## config.mk

```make
export PLATFORM = sky130hd
export DESIGN_NAME = sim_run_controller
export DESIGN_NICKNAME = d
export VERILOG_FILES = /design/src/rtl/sim_run_controller.sv
export SDC_FILE = /design/constraint.sdc
export NUM_CORES = 1
export LEC_CHECK = 0
export CAP_MARGIN = 20
export CELL_PAD_IN_SITES_DETAIL_PLACEMENT = 2
export CELL_PAD_IN_SITES_GLOBAL_PLACEMENT = 2
export CORE_MARGIN = 1.5
export CORE_UTILIZATION = 27
export CTS_BUF_LIST = sky130_fd_sc_hd__clkbuf_8 sky130_fd_sc_hd__clkbuf_16
export CTS_CLUSTER_DIAMETER = 120
export DETAILED_ROUTE_END_ITERATION = 8
export GPL_ROUTABILITY_DRIVEN = 0
export GPL_TIMING_DRIVEN = 1
export PLACE_DENSITY_LB_ADDON = 0.12
export SLEW_MARGIN = 10
export SYNTH_ARGS = -nofsm -noshare
export SYNTH_HDL_FRONTEND = slang
export SYNTH_SLANG_ARGS = --single-unit
```

## constraint.sdc

```tcl
create_clock -name clock -period 7.3 [get_ports clock]
set_input_delay 0.73 -clock clock [delete_from_list [all_inputs] [get_ports clock]]
set_output_delay 0.73 -clock clock [all_outputs]
set_load 0.01 [all_outputs]
```

## src/rtl/sim_run_controller.sv

```systemverilog
// rtl/sim_run_controller.sv - run sequencer: core reset warm-up, cycle/instruction counting, exit detection, log strobes
module sim_run_controller #(
  parameter int COMMIT_WIDTH = 6,
  parameter int RESET_CYCLES = 50,
  parameter int STUCK_LIMIT  = 2000,
  parameter int LOG_INTERVAL = 10000,
  parameter int CNT_W        = 64
) (
  input  logic                    clock,
  input  logic                    reset,
  input  logic [CNT_W-1:0]        max_instr,
  input  logic [CNT_W-1:0]        max_cycle,
  input  logic [COMMIT_WIDTH-1:0] commit_valid,
  input  logic                    commit_is_walk,
  input  logic                    trap_valid,
  input  logic                    trap_good,
  input  logic                    uart_query,
  output logic                    core_reset,
  output logic                    running,
  output logic                    done,
  output logic [2:0]              exit_code,
  output logic [CNT_W-1:0]        cycle_count,
  output logic [CNT_W-1:0]        instr_count,
  output logic                    log_pulse,
  output logic                    uart_log_pulse
);

  localparam int HOLD_W  = (RESET_CYCLES > 1) ? $clog2(RESET_CYCLES) : 1;
  localparam int STUCK_W = $clog2(STUCK_LIMIT + 1);
  localparam int LOG_W   = $clog2(LOG_INTERVAL + 1);

  localparam logic [HOLD_W-1:0]  HOLD_LAST  = HOLD_W'(RESET_CYCLES - 1);
  localparam logic [STUCK_W-1:0] STUCK_LAST = STUCK_W'(STUCK_LIMIT);
  localparam logic [LOG_W-1:0]   LOG_RELOAD = LOG_W'(LOG_INTERVAL);

  localparam logic [2:0] EXIT_GOOD  = 3'd1;
  localparam logic [2:0] EXIT_BAD   = 3'd2;
  localparam logic [2:0] EXIT_STUCK = 3'd3;
  localparam logic [2:0] EXIT_INSTR = 3'd4;
  localparam logic [2:0] EXIT_CYCLE = 3'd5;

  typedef enum logic [1:0] {
    S_HOLD,
    S_RUN,
    S_DONE
  } state_t;

  state_t             state;
  logic [HOLD_W-1:0]  hold_cnt;
  logic [STUCK_W-1:0] stuck_timer;
  logic [LOG_W-1:0]   log_cnt;

  logic [CNT_W-1:0]   lane_sum;
  logic [CNT_W-1:0]   cycle_next;
  logic [CNT_W-1:0]   instr_next;
  logic [STUCK_W-1:0] stuck_next;
  logic               hit_stuck;
  logic               hit_instr;
  logic               hit_cycle;
  logic               log_hit;
  logic               exit_now;
  logic [2:0]         exit_sel;

  // Next-state values for one RUN cycle; the exit cycle's own updates are
  // what the exit conditions are judged against.
  always_comb begin
    lane_sum = '0;
    for (int i = 0; i < COMMIT_WIDTH; i++) begin
      lane_sum = lane_sum + CNT_W'(commit_valid[i]);
    end
    cycle_next = cycle_count + CNT_W'(1);
    instr_next = commit_is_walk ? instr_count : instr_count + lane_sum;
    stuck_next = (!commit_is_walk && commit_valid[0]) ? '0 : stuck_timer + STUCK_W'(1);

    hit_stuck = (stuck_next == STUCK_LAST);
    hit_instr = (max_instr != '0) && (instr_next >= max_instr);
    hit_cycle = (max_cycle != '0) && (cycle_next == max_cycle);
    log_hit   = (log_cnt == LOG_W'(1));

    exit_now = 1'b1;
    exit_sel = 3'd0;
    if (trap_valid) begin
      exit_sel = trap_good ? EXIT_GOOD : EXIT_BAD;
    end else if (hit_stuck) begin
      exit_sel = EXIT_STUCK;
    end else if (hit_instr) begin
      exit_sel = EXIT_INSTR;
    end else if (hit_cycle) begin
      exit_sel = EXIT_CYCLE;
    end else begin
      exit_now = 1'b0;
    end
  end

  always_ff @(posedge clock) begin
    if (reset) begin
      state          <= S_HOLD;
      hold_cnt       <= '0;
      core_reset     <= 1'b1;
      running        <= 1'b0;
      done           <= 1'b0;
      exit_code      <= 3'd0;
      cycle_count    <= '0;
      instr_count    <= '0;
      stuck_timer    <= '0;
      log_cnt        <= LOG_RELOAD;
      log_pulse      <= 1'b0;
      uart_log_pulse <= 1'b0;
    end else begin
      log_pulse      <= 1'b0;
      uart_log_pulse <= 1'b0;
      case (state)
        S_HOLD: begin
          if (hold_cnt == HOLD_LAST) begin
            state      <= S_RUN;
            core_reset <= 1'b0;
            running    <= 1'b1;
          end else begin
            hold_cnt <= hold_cnt + HOLD_W'(1);
          end
        end
        S_RUN: begin
          cycle_count    <= cycle_next;
          instr_count    <= instr_next;
          stuck_timer    <= stuck_next;
          log_cnt        <= log_hit ? LOG_RELOAD : log_cnt - LOG_W'(1);
          log_pulse      <= log_hit;
          uart_log_pulse <= uart_query;
          if (exit_now) begin
            state     <= S_DONE;
            running   <= 1'b0;
            done      <= 1'b1;
            exit_code <= exit_sel;
          end
        end
        S_DONE: begin
          // frozen until reset
        end
        default: begin
          state <= S_HOLD;
        end
      endcase
    end
  end

endmodule

```

* Word-level counts from Yosys, hierarchy flattened
Index checks and enable logic that the tools add are counted.
** Operators by class
- Magnitude comparators :: 1
- Bitwise logic cells :: 3
- Equality and inequality tests :: 8
- Reductions and logical operators :: 14
- $add $sub $neg :: 10
- Multiplexer cells :: 18
** Operators by type and width (number)
- 64-bit nonzero test :: 2
- 64-bit by 1-bit adder with 64-bit output (second input constant) :: 1
- 64-bit by 6-bit adder with 64-bit output :: 1
- 64-bit equality test :: 1
- 64-bit >= comparator :: 1
- 64-bit two-way mux :: 1
- 14-bit by 1-bit equality test with 1-bit output (second input constant) :: 1
- 14-bit two-way mux :: 1
- 14-bit by 1-bit subtractor with 14-bit output (second input constant) :: 1
- 3-bit two-way mux :: 4
- 11-bit by 1-bit adder with 11-bit output (second input constant) :: 1
- 11-bit equality test (second input constant) :: 1
- 11-bit two-way mux :: 1
- 5-bit by 1-bit adder with 6-bit output :: 1
- 6-bit by 1-bit adder with 6-bit output (second input constant) :: 1
- 6-bit equality test (second input constant) :: 1
- 1-bit two-way mux :: 6
- 2-bit two-way mux :: 3
- 2-bit one-hot mux with 3 select lines :: 1
- 2-bit AND reduction :: 3
- 3-bit AND reduction :: 2
- 4-bit by 1-bit adder with 5-bit output :: 1
- 3-bit by 1-bit adder with 4-bit output :: 1
- 2-bit != test (second input constant) :: 2
- other kinds (11) :: 15
** Word-level totals
- Flip-flop bits (word level) :: 169
- Output and inout port bits :: 136
- Input bits :: 140
- Word-level logic and storage cells :: 66

* Depth between registers and ports, before layout
- Word-level depth :: 14
- Depth in mapped cells :: 26
- Depth with buffers taken out :: 26

* Worst setup path after synthesis
OpenSTA, ideal clock, no wires.
- Path kind :: input to register
- From :: input port commit_valid[0]
- To :: register exit_code[1]
- Slack :: 44 ps
- Stages :: 25
- Data arrival time :: 7136 ps
- Library setup time :: 120 ps
- Data required time :: 7180 ps
- Buffers on the path :: 0
- Cells stage by stage :: fa_1 -> inv_1 -> fa_1 -> fa_1 -> inv_1 -> fa_1 -> a21oi_1 -> nor4_1 -> and4_1 -> nand3_1 -> nor3_1 -> and3_1 -> and3_1 -> xor2_1 -> ha_1 -> and3_1 -> and3_1 -> nand4_1 -> or3_1 -> a2111oi_0 -> nor4_1 -> or4_1 -> o31ai_4 -> nor2_2 -> o31a_1
** Between the ends
- Cells in the longest elaborated chain, start to end :: 13
- Elaborated cells on any way between the ends :: 19
- Those cells by class :: add/sub (6); order compare (1); eq/ne (1); mux (8); reduce/logical (3)
** RTL lines
- start: declaration :: line 13 : input logic [COMMIT_WIDTH-1:0] commit_valid,
- 1-bit by 1-bit adder with 2-bit output (*) :: line 69 : lane_sum = lane_sum + CNT_W'(commit_valid[i]);
- 2-bit by 1-bit adder with 3-bit output (*) :: line 69
- 3-bit by 1-bit adder with 4-bit output (*) :: line 69
- 4-bit by 1-bit adder with 5-bit output (*) :: line 69
- 5-bit by 1-bit adder with 6-bit output (*) :: line 69
- 64-bit by 6-bit adder with 64-bit output (*) :: line 72 : instr_next = commit_is_walk ? instr_count : instr_count + lane_sum;
- 64-bit two-way mux (*) :: line 72
- via instr_next[46] :: line 55 : logic [CNT_W-1:0] instr_next;
- 64-bit >= comparator (*) :: line 76 : hit_instr = (max_instr != '0) && (instr_next >= max_instr);
- 1-bit logical AND (*) :: line 76
- 1-bit two-way mux :: line 86 : end else if (hit_instr) begin
- 1-bit two-way mux :: line 84 : end else if (hit_stuck) begin
- 1-bit two-way mux :: line 82 : if (trap_valid) begin
- 2-bit AND reduction (no line)
- end signal: assignment :: line 133 : exit_code <= exit_sel;
- end: declaration :: line 21 : output logic [2:0] exit_code,
The timed path passes the listed nets; every way through them passes the cells marked *.
A chain may end at the register's enable or synchronous reset.

* Worst setup path after layout
- From :: input port commit_valid[0]
- To :: register exit_code[0]
The elaborated chain is that of the path after synthesis.

==> metrics.csv <==
metric,value,unit
placedCellCount,2518,
worst_pin_slew,1167,ps
clock_skew,11.00,ps
crit_family,simple AND/OR/NAND/NOR gates,
crit_cells,27,
yosysTopAreaCell,dfxtp_1,
syn-num-nets,1895,
antenna_found_initial,0,
fmax,0.1438,GHz
slowest_stage,or4_4,
die_w,220.2,um
wl_met2,27260,um
min_path_type,flip-flop to flip-flop,
outcome,"finished, final reports clean",
worst_skew_pair.late_latency,490,ps
ctsResizeCount,0,
worstPathMaxFanout,4,
synthMostInstantiatedCell,nor2_1,
slowest_delay,600,ps
slew_violations,0,
hpwl,44170,um
synth_seq_cells,169,
met1_length,25150,um
drv_cap,0,
cts.sinks,169,
yosysSeqAreaShare,26.55,%
cts_tree,built,
ir_drop,0.1765,mV
htree_levels,4,
path_buf_inv,4,
ys.warnings.count,0,
core_area,0.04656,mm2
grt_pass1_vias,14540,
cp.arrival,7360,ps
track_usage,23.20,%
multi_input_area,0.008745,mm2
area_growth,32.54,%
timing.rr.end,exit_code[0],
hold_buffers,0,
synth_edf_count,0,
via_per_inst,5.272,
cts_buffers,17,
start_util,27.37,%
setup_slack,345.0,ps
drive_gt1_share,5.198,%
crit_start,commit_valid[0],
ys.flop_type,dfxtp_1,
die_area,0.04850,mm2
synth_mux_area_share,0.3437,%
rows,79,
synth_top_family_by_area,simple AND/OR/NAND/NOR gates,
synth-adder-area-share,7.797,%
vias,13440,
io_buffers,275,
slew_headroom,21.49,%
final_hold_viol_count,0,
routed_wirelength,56300,um
r2r_start,instr_count[0],
n_antenna_cell,0,
wire_per_inst,22.08,um
crit_path_end,exit_code[0],
grt_pass1_wl,85390,um
stdcell_count,2550,
avgSynthCellArea,7.593,um2
postPlaceCellArea,0.01623,mm2
postRouteAntennaNets,0,
final_area,0.01689,mm2
critPathKind,input pin to flip-flop,
clockBufferDepth,2,
rrSetupSlack,1160,ps
die_h,220.2,um
power,2.183,mW
yosys.area_share.simple,30.80,%
rsz0062_at_grt,no,
grt_max_degree,89,
required,7710,ps
final.min_clock_period,6955,ps
setup_violations,0,
drtIter0Drc,516,
postCtsSetupBuffers,0,
worstSetupEndpointType,flip-flop,
synth_compound_area_share,11.02,%
synth_commonest_cells,"208 x nor2_1, 169 x dfxtp_1, 152 x xnor2_1",
synth_area,0.01274,mm2
io_pins,276,
final_core_util,36.27,%
clk_pin_slew,70,ps
post-place-ws,-388.2,ps
grt_overflow,0,
firstDrtPassIters,5,
cp-start-kind,input pin,
syn_inst,1678,
fin_crit_sh,95.27,%
highest_layer,met4,
synthTopCellsByArea,"dfxtp_1 27%, xnor2_1 10%, xor2_1 7.8%",
fin_nets,2147,
synth_xor_area_share,18.29,%
timing.hold.ws,468.1,ps
drcViolationCount,0,
p_leak,6.075,nW
wl_met3,2620,um
power_density,129.3,mW/mm2
register_area,0.003383,mm2
ys_types,73,
synth_top_area_share,26.55,%
setup_tns,0,ps
async_reset_ff_share,0,%
cts_root_buf,clkbuf_16,
n_fill_cell,5378,
r2r_cells,25,
==> flip-flops by register name, summed over array words and instances (netlist names) <==
register        flops
exit_code           3
instr_count        64
log_pulse           1
running             1
state               2
stuck_timer        11
cycle_count        64
hold_cnt            6
done                1
uart_log_pulse      1
core_reset          1
log_cnt            14
==> worst min-delay path by stage <==
stage,startpoint,end,slack (ps),cells after the start
3_5_place_dp,core_reset,core_reset,460,1
2_1_floorplan,log_cnt[3],log_cnt[3],440,2
3_3_place_gp,core_reset,core_reset,440,1
5_1_grt,log_cnt[3],log_cnt[3],500,2
6_report,log_cnt[3],log_cnt[3],470,2
4_1_cts,log_cnt[3],log_cnt[3],470,2
==> where the power goes <==
part	internal (mW)	switching, mW
combinational	0.117	0.120
clock	0.557	0.464
sequential	0.922	0.00180
total	1.60	0.586
==> final cells by class <==
type / instances / share of cell area, %
flip-flops and latches: 169 / 20.03
multi-input cells: 1337 / 51.78
inverters: 93 / 2.067
clock buffers: 18 / 2.601
clock inverters: 14 / 1.097
repair buffers: 312 / 17.92
well taps: 607 / 4.497
==> routing by layer <==
layer	vias to the layer above	GRT usage (%)
li1	6373	-
met1	6705	28.76
met2	300	40.43
met3	66	4.454
met4	0	6.939
met5	-	0
==> cells in the final DEF (no fill, tap or decap), drive strengths merged, types with 4 or more instances in the layout <==
cell	n
or2	6
ha	73
xor2	114
nand2b	7
clkdlybuf4s50	274
o22ai	4
a211oi	10
nor2b	8
or4	10
a31oi	6
nor3b	5
o31ai	4
inv	101
clkbuf	18
or3	37
nand3	76
nand4b	4
and2	7
nor3	56
a21oi	70
a21o	12
xnor2	152
o211ai	6
nand2	140
nor4	59
o21a	9
o21ai	64
a2111oi	7
and3	30
nand4	77
fa	4
and4	20
nor2	210
dfxtp	169
buf	38
a21boi	4
==> worst reg2reg max path, stage by stage (launching register included) <==
cell       delay [ps]
dfxtp_1           360
inv_1              80
fa_1              470
fa_1              420
inv_1              90
fa_1              180
a21oi_1           100
nor4_2            190
and4_1            270
nand3_1           170
nor3_1            190
buf_4             160
and3_1            200
and3_1            220
xor2_1             90
ha_1              290
and3_1            180
and3_1            200
nand4_1           140
or3_1             450
a2111oi_2         400
nor4_2             90
or4_4             600
o31ai_4           110
o22ai_1           160
a211oi_2          240
==> kinds of logic (layout without fill, tap and decap cells) <==
logic type      Yosys count  after routing
compound gates          224            224
mux                       4              4
buf+inv                 172            437
simple gates            766            766
xor+xnor                266            266
flops                   169            169
fa+ha+maj                77             77
Power figures use the tool's default switching activity.
